<file path="src/rtl/i_mem_fill_ctrl.sv">
// i_mem_fill_ctrl: I-cache miss-fill engine that reads four words and returns one 128-bit line.
// Optional macro IFU_FILL_CRITICAL_WORD_FIRST_EN: start the beat sequence at the missed word and wrap.
module i_mem_fill_ctrl #(
  parameter int CL_WORDS        = 4,
  parameter int MAX_OUTSTANDING = 2
) (
  input  logic                    clk,
  input  logic                    rst,
  input  logic                    fill_req_valid,
  input  logic [31:0]             fill_req_address,
  output logic                    rsp_valid,
  output logic [31:0]             rsp_address,
  output logic [32*CL_WORDS-1:0]  rsp_line,
  output logic                    busy,
  output logic                    req_dropped,
  output logic                    mem_req_valid,
  output logic [31:0]             mem_req_address,
  input  logic                    mem_req_ready,
  input  logic                    mem_rsp_valid,
  input  logic [31:0]             mem_rsp_data
);
  typedef enum logic [1:0] {IDLE, FETCH, RESP} state_t;
  localparam logic [2:0] MAX_O = 3'(MAX_OUTSTANDING);
  localparam logic [2:0] BEATS = 3'(CL_WORDS);
  state_t                  state_q, state_d;
  logic [31:0]             addr_q, addr_d;
  logic [32*CL_WORDS-1:0]  line_q, line_d;
  logic [2:0]              issued_q, issued_d, returned_q, returned_d, outst_q, outst_d;
  logic [1:0]              start_word, issue_word, ret_word;
  logic                    accept, ret;
`ifdef IFU_FILL_CRITICAL_WORD_FIRST_EN
  assign start_word = addr_q[3:2];
`else
  assign start_word = 2'd0;
`endif
  // 2-bit word indices wrap inside the line, so the base never carries into bit 4
  assign issue_word      = start_word + issued_q[1:0];
  assign ret_word        = start_word + returned_q[1:0];
  assign mem_req_valid   = state_q == FETCH && issued_q < BEATS && outst_q < MAX_O;
  assign mem_req_address = {addr_q[31:4], issue_word, 2'b00};
  assign accept          = mem_req_valid && mem_req_ready;
  assign ret             = mem_rsp_valid && outst_q != 3'd0;
  assign rsp_valid       = state_q == RESP;
  assign busy            = state_q != IDLE;
  assign req_dropped     = fill_req_valid && busy;
  assign rsp_address     = addr_q;
  assign rsp_line        = line_q;
  always_comb begin
    state_d    = state_q;
    addr_d     = addr_q;
    line_d     = line_q;
    issued_d   = issued_q;
    returned_d = returned_q;
    outst_d    = outst_q;
    case (state_q)
      IDLE: if (fill_req_valid) begin
        state_d    = FETCH;
        addr_d     = fill_req_address;
        issued_d   = 3'd0;
        returned_d = 3'd0;
      end
      FETCH: begin
        issued_d = accept ? issued_q + 3'd1 : issued_q;
        outst_d  = outst_q + 3'(accept) - 3'(ret);
        if (ret) begin
          line_d[{ret_word, 5'd0} +: 32] = mem_rsp_data;
          returned_d                     = returned_q + 3'd1;
          state_d                        = returned_q == BEATS - 3'd1 ? RESP : FETCH;
        end
      end
      RESP:    state_d = IDLE;
      default: state_d = IDLE;
    endcase
  end
  always_ff @(posedge clk or negedge rst) begin
    if (!rst) begin
      state_q    <= IDLE;
      addr_q     <= '0;
      line_q     <= '0;
      issued_q   <= '0;
      returned_q <= '0;
      outst_q    <= '0;
    end else begin
      state_q    <= state_d;
      addr_q     <= addr_d;
      line_q     <= line_d;
      issued_q   <= issued_d;
      returned_q <= returned_d;
      outst_q    <= outst_d;
    end
  end
  a_outst_bound: assert property (@(posedge clk) disable iff (!rst) outst_q <= MAX_O);
  a_req_hold: assert property (@(posedge clk) disable iff (!rst)
    mem_req_valid && !mem_req_ready |=> mem_req_valid && $stable(mem_req_address));
endmodule

</file>
<file path="config.mk">
export PLATFORM = sky130hd
export DESIGN_NAME = i_mem_fill_ctrl
export DESIGN_NICKNAME = d
export VERILOG_FILES = /design/src/rtl/i_mem_fill_ctrl.sv
export SDC_FILE = /design/constraint.sdc
export NUM_CORES = 1
export LEC_CHECK = 0
export ABC_AREA = 1
export CORE_MARGIN = 10
export CORE_UTILIZATION = 25
export CTS_CLUSTER_SIZE = 12
export DETAILED_ROUTE_END_ITERATION = 12
export DONT_BUFFER_PORTS = 1
export REMOVE_ABC_BUFFERS = 1
export SYNTH_ARGS = -nofsm -noshare
export SYNTH_HDL_FRONTEND = slang
export SYNTH_SLANG_ARGS = --single-unit
</file>
<file path="constraint.sdc">
create_clock -name clk -period 2.55 [get_ports clk]
set_clock_uncertainty 0.15 [all_clocks]
set_input_delay 0.51 -clock clk [delete_from_list [all_inputs] [get_ports clk]]
set_output_delay 0.51 -clock clk [all_outputs]
set_load 0.02 [all_outputs]
</file>
# Word level (Yosys, flattened, before mapping)

Cells that the tools add are included.

Flip-flop bits (word level): 171
Input port bits: 69
Logic and storage cells: 45
Output and inout bits: 196

Multiplexer cells: 10
$add $sub $neg: 5
Order comparisons: 2
Equal/unequal tests: 6
Shift-type cells: 2
Reductions and logical operators: 14

Operators by type and width:

| operator                                                                 | count |
|---|---|
| 128-bit bitwise mux                                                      | 1 |
| 32-bit by 9-bit variable shift with 128-bit output, first input constant | 1 |
| 32-bit by 9-bit variable part select with 128-bit output                 | 1 |
| 3-bit case mux with 2 select lines                                       | 2 |
| 3-bit 2-to-1 mux                                                         | 3 |
| 7-bit negation with 9-bit output                                         | 1 |
| 3-bit by 1-bit adder with 3-bit output, second input constant            | 2 |
| 2-bit 2-to-1 mux                                                         | 3 |
| 2-bit != test, second input constant                                     | 3 |
| 2-bit AND reduction                                                      | 3 |
| 3-bit AND reduction                                                      | 2 |
| 1-bit logical AND                                                        | 5 |
| 2-bit case mux with 2 select lines                                       | 1 |
| 2-bit nonzero test                                                       | 2 |
| 3-bit by 1-bit adder with 3-bit output                                   | 1 |
| 3-bit by 2-bit equality test with 1-bit output, second input constant    | 1 |
| 3-bit by 2-bit < comparator with 1-bit output, second input constant     | 1 |
| 3-bit < comparator, second input constant                                | 1 |
| 3-bit nonzero test                                                       | 1 |
| 3-bit by 1-bit subtractor with 3-bit output                              | 1 |
| 2-bit by 1-bit equality test with 1-bit output, second input constant    | 1 |
| 2-bit equality test, second input constant                               | 1 |
| 2-bit logical NOT                                                        | 1 |

# Logic depth before layout (Yosys ltp)

Depth in word-level cells: 6
Depth in mapped cells: 12
Mapped depth without buffers: 12

# Worst setup path after synthesis

OpenSTA, ideal clock, no wires.

Path type: flip-flop to flip-flop
From: reg outst_q[1]
To: reg outst_q[2]
Buffers on the path: 0
Period minus slack after synthesis: 2.511 ns
Cell stages (with the launch flop): 13
Arrival time: 2.224 ns
Library setup time: 0.136 ns
Slack: 0.039 ns
Required time: 2.264 ns
Cell sequence: dfrtp_1 inv_1 ha_1 nand2_1 nor2_1 nand2_1 ha_1 inv_1 ha_1 inv_1 fa_1 xnor2_1 o21ai_0

Cells in the longest elaborated chain, start to end: 5
Elaborated cells between the ends (all ways): 7
Those cells by class: add/sub (2); order compare (1); reduce/logical (4)

Ends and longest elaborated chain:

| what                                          | line | text |
|---|---|---|
| start, declared                               | 28   | `logic [2:0] issued_q, issued_d, returned_q, returned_d, outst_q, outst_d;` |
| start signal, assigned                        | 89   | `outst_q <= outst_d;` |
| 3-bit by 2-bit < comparator with 1-bit output | 39   | `assign mem_req_valid = state_q == FETCH && issued_q < BEATS && outst_q < MAX_O;` |
| 1-bit logical AND                             | 39   |  |
| named net mem_req_valid                       | 16   | `output logic mem_req_valid,` |
| 1-bit logical AND                             | 41   | `assign accept = mem_req_valid && mem_req_ready;` |
| 3-bit by 1-bit adder with 3-bit output        | 64   | `outst_d = outst_q + 3'(accept) - 3'(ret);` |
| 3-bit by 1-bit subtractor with 3-bit output   | 64   |  |

The timed path passes the listed nets, and every way through them passes these cells.
A chain may end at the register's enable or synchronous reset.

# Final worst setup path

From: reg state_q[1]
To: out busy

Cells in the longest elaborated chain, start to end: 1

Ends and longest elaborated chain:

| what                   | line | text |
|---|---|---|
| start, declared        | 25   | `state_t state_q, state_d;` |
| start signal, assigned | 84   | `state_q <= state_d;` |
| 2-bit nonzero test     | 44   | `assign busy = state_q != IDLE;` |
| end, declared          | 14   | `output logic busy,` |

Every way passes these cells.

==> metrics.log <==
INFO  metric grt.overflow.total = 0
INFO  metric final-hold-violation-count = between 150 and 200
INFO  metric gr-usage-met3 = 3.76%
INFO  metric grt_util_all_layers = around 14%
INFO  metric timing.critical_path.slowest_stage_cell = nor2_2
INFO  metric gate_count_after_technology_mapping = around 1100
INFO  metric setup_violation_total_in_the_final_timing_report = 0
INFO  metric clockBufferDepth = 2
INFO  metric timing.setup.critical_path_class = register to output port
INFO  metric worst-path-max-fanout = 16
INFO  metric number_of_nets_in_the_finished_design = between 1000 and 1500
INFO  metric gr-usage-met2 = between 20 and 25%
INFO  metric startpoint_type = register
INFO  metric port_buffers = 0
INFO  metric tritoncts = yes
INFO  metric grt_setup_unrepaired = no
INFO  metric drc_errors = 0
INFO  metric avgSynthCellArea = 7.67 um2
INFO  metric powerDensity = around 1500 nW/um2
INFO  metric violated_checks = hold timing
INFO  metric num-fill-cells = between 3000 and 4000
INFO  metric post-dp-hpwl = slightly above 20000 um
INFO  metric cts_root_buffer = clkbuf_16
INFO  metric timing.critical_path.required = 1890 ps
INFO  metric placement_rows = between 60 and 70
INFO  metric critPathCaptureType = output port
INFO  metric maxSlewViolCount = 0
INFO  metric final_area = ~9000 um2
INFO  metric dpl-instance-area = between 8000 and 9000 um2
INFO  metric cellLeakagePower = around 4.8 nW
INFO  metric die_height = 201 um
INFO  metric fmaxAchievable = about 0.42 GHz
INFO  metric post_drt_wl_per_cell = ~20 um
INFO  metric synth_seq_cells = around 170
INFO  metric die_outline_area = 40200 um2
INFO  metric fp.dieW = ~200 um
INFO  metric period_minus_slack = approximately 2400 ps
INFO  metric ys.warnings.count = 0
INFO  metric coreArea = approximately 32000 um2
INFO  metric layout-drive-gt1-share = under 10%
INFO  metric grt_max_degree = between 150 and 200
INFO  metric initialDrtViolationCount = 472
INFO  metric vias_in_the_first_global_route = roughly 6300
INFO  metric post_synth_instance_area = between 8000 and 9000 um2
INFO  metric cp.depth = 2
INFO  metric layout_setup_ws = 168 ps
INFO  metric synth_sequential_area_ratio = a little over half
INFO  metric cts_made_buffers = 17
INFO  metric start_util = 25.2%
INFO  metric status = finished with violations
INFO  metric dr_total_vias = between 6000 and 7000
INFO  metric globalplace.congestion = between 0.8 and 0.9
INFO  metric timing.critical_path.buf_inv = 1
INFO  metric grtUsageMet1 = approximately 18%
INFO  metric grt_antenna_before_repair = 0
INFO  metric detail_route.vias_per_cell = approximately 4.4
INFO  metric max-cap-violations = 0
INFO  metric flow.area_growth_from_synthesis = 10.1%
INFO  metric rr_endpoint = outst_q[2]$_DFFE_PN0N_
INFO  metric final_min_period_over_clock_period = a little over 90%
INFO  metric cts.sinks = 171
INFO  metric finalNonFillerCells = 1472
INFO  metric tightestPinTransition = about 930 ps
INFO  metric relSlewSlack = about 38%
INFO  metric htreeDepth = 4
INFO  metric routed_wl = between 20000 and 30000 um
INFO  metric pin_count = about 270
INFO  metric hold_class = input pin to async pin
INFO  metric insertion_delay_of_the_later_clocked_pin_in_the_worst_skew_pair = about 430 ps
INFO  metric r2r_path_start = outst_q[1]$_DFFE_PN0N_
INFO  metric peakVddDrop = roughly 0.63 mV
INFO  metric crit_path_max_incr_delay = 570 ps
INFO  metric post-cts-setup-buffer-count = 0
INFO  metric final_cell_mix = nand2_1 (540), dfrtp_1 (171), nor2_1 (137), nand3_1 (68), buf_4 (27)
INFO  metric path_cells = nor2_2, inv_1
INFO  metric wire_length_of_the_first_global_routing_pass = 43200 um
INFO  metric synth_cell_type_count = 24
INFO  metric antenna-diode-count = 0
INFO  metric arrival = ~1700 ps
INFO  metric gr-max-usage-layer = met2
INFO  metric most_common_library_cell_in_the_layout_ignoring_fill_and_taps = nand2_1
INFO  metric r2r_setup_slack = approximately 190 ps
INFO  metric path_delay_family = simple AND/OR/NAND/NOR gates
INFO  metric worst_r2r_path_depth = 12
INFO  metric detail-route-antenna-nets = 0
INFO  metric whs = -372 ps
INFO  metric numPlacedInstances = between 1000 and 1500
INFO  metric preCtsSetupSlack = between 150 and 200 ps
INFO  metric drtPass1Iterations = 7
INFO  metric clk_transition_reported_paths = approximately 60 ps
INFO  metric crit_path_start = state_q[1]$_DFFE_PN0P_
stage by stage:
| stage | util (%) | hold WS, ps | setup TNS, ps | power (mW) |
|---|---|---|---|---|
| detailed placement | 25.8 | 71.2 | 0 | 10.7 |
| global route | 27.7 | -393 | 0 | 14.2 |
| floorplan | - | 64.4 | -76310 | 8.65 |
| global placement | 25.8 | 70.9 | 0 | 10.5 |
| finish | 27.7 | -372 | 0 | 13.3 |
| CTS | 27.7 | -401 | 0 | 13.5 |
cells by family (layout without fill, tap and decap cells):
logic type                 after synthesis  after routing  synth area share (%)
other                                    1              2                0.0460
and+or+nand+nor                        759            759                  36.9
xor gates and xnor gates                 2              2                 0.215
AOI/OAI and AO/OA                        4              4                 0.276
DFF                                    171            171                  52.5
buffers and inverters                  115             81                  8.27
adders and majority gates               11             11                  1.78
timing repair:
item                       in CTS  in global routing
setup endpoints to repair       0                  2
hold endpoints to repair      171                171
gates resized for setup         0                  1
routing by layer:
metal	vias up	part of all wire (%)
li1	3106	-
met3	41	6.4
met4	0	3.5
met1	3121	42
met5	-	0
met2	238	48
cells in the mapped netlist:
master / number / area [um2]
a21boi_0: 1 / 7.51
buf_1: 2 / 7.51
buf_2: 7 / 35.0
buf_4: 32 / 240
buf_6: 14 / 158
clkbuf_1: 38 / 143
conb_1: 1 / 3.75
dfrtp_1: 171 / 4280
dlymetal6s2s_1: 1 / 12.5
fa_1: 1 / 20.0
ha_1: 10 / 125
inv_1: 19 / 71.3
inv_2: 2 / 7.51
nand2_1: 541 / 2030
nand3_1: 68 / 340
nand3_4: 1 / 17.5
nand4_1: 4 / 25.0
nor2_1: 137 / 514
nor2_2: 1 / 6.26
nor2_4: 4 / 45.0
nor2_8: 1 / 20.0
nor3_1: 2 / 10.0
o21ai_0: 3 / 15.0
xnor2_1: 2 / 17.5
flip-flops by register name (all words and copies together) (netlist names):
| register | cells |
|---|---|
| returned_q | 3 |
| state_q | 2 |
| rsp_line | 128 |
| rsp_address | 32 |
| outst_q | 3 |
| issued_q | 3 |
final cells by class:
cell class	instances	area, um2	area share, %
clock buffers	22	484	5.39
clock inverters	9	136	1.52
inverters	21	78.8	0.878
multi-input cells	778	3200	35.7
flip-flops and latches	171	4280	47.7
well taps	442	553	6.16
repair buffers	29	243	2.70
worst reg2reg max path: stages, from the launching register on:
cell	delay [ps]
dfrtp_1	430
inv_1	80
ha_1	140
nand2_1	60
nor2_1	160
nand2_2	120
ha_1	290
inv_1	50
ha_1	130
inv_1	50
fa_1	370
xnor2_1	150
o21ai_0	80
report_power, final:
group          total (mW)  internal (mW)  leakage (nW)  switching (mW)
Combinational        3.99           1.24          2.18            2.76
Sequential           6.56           3.80          2.30            2.77
Clock                2.79           1.65         0.299            1.14
worst max path at each step:
stage | endpoint
after detailed placement | outst_q[2]$_DFFE_PN0N_
after CTS | busy
final | busy
after floorplan | rsp_line[0]$_DFFE_PN0P_
after global placement | outst_q[2]$_DFFE_PN0N_
after global routing | outst_q[2]$_DFFE_PN0N_
(Power assumes the default switching activity.)
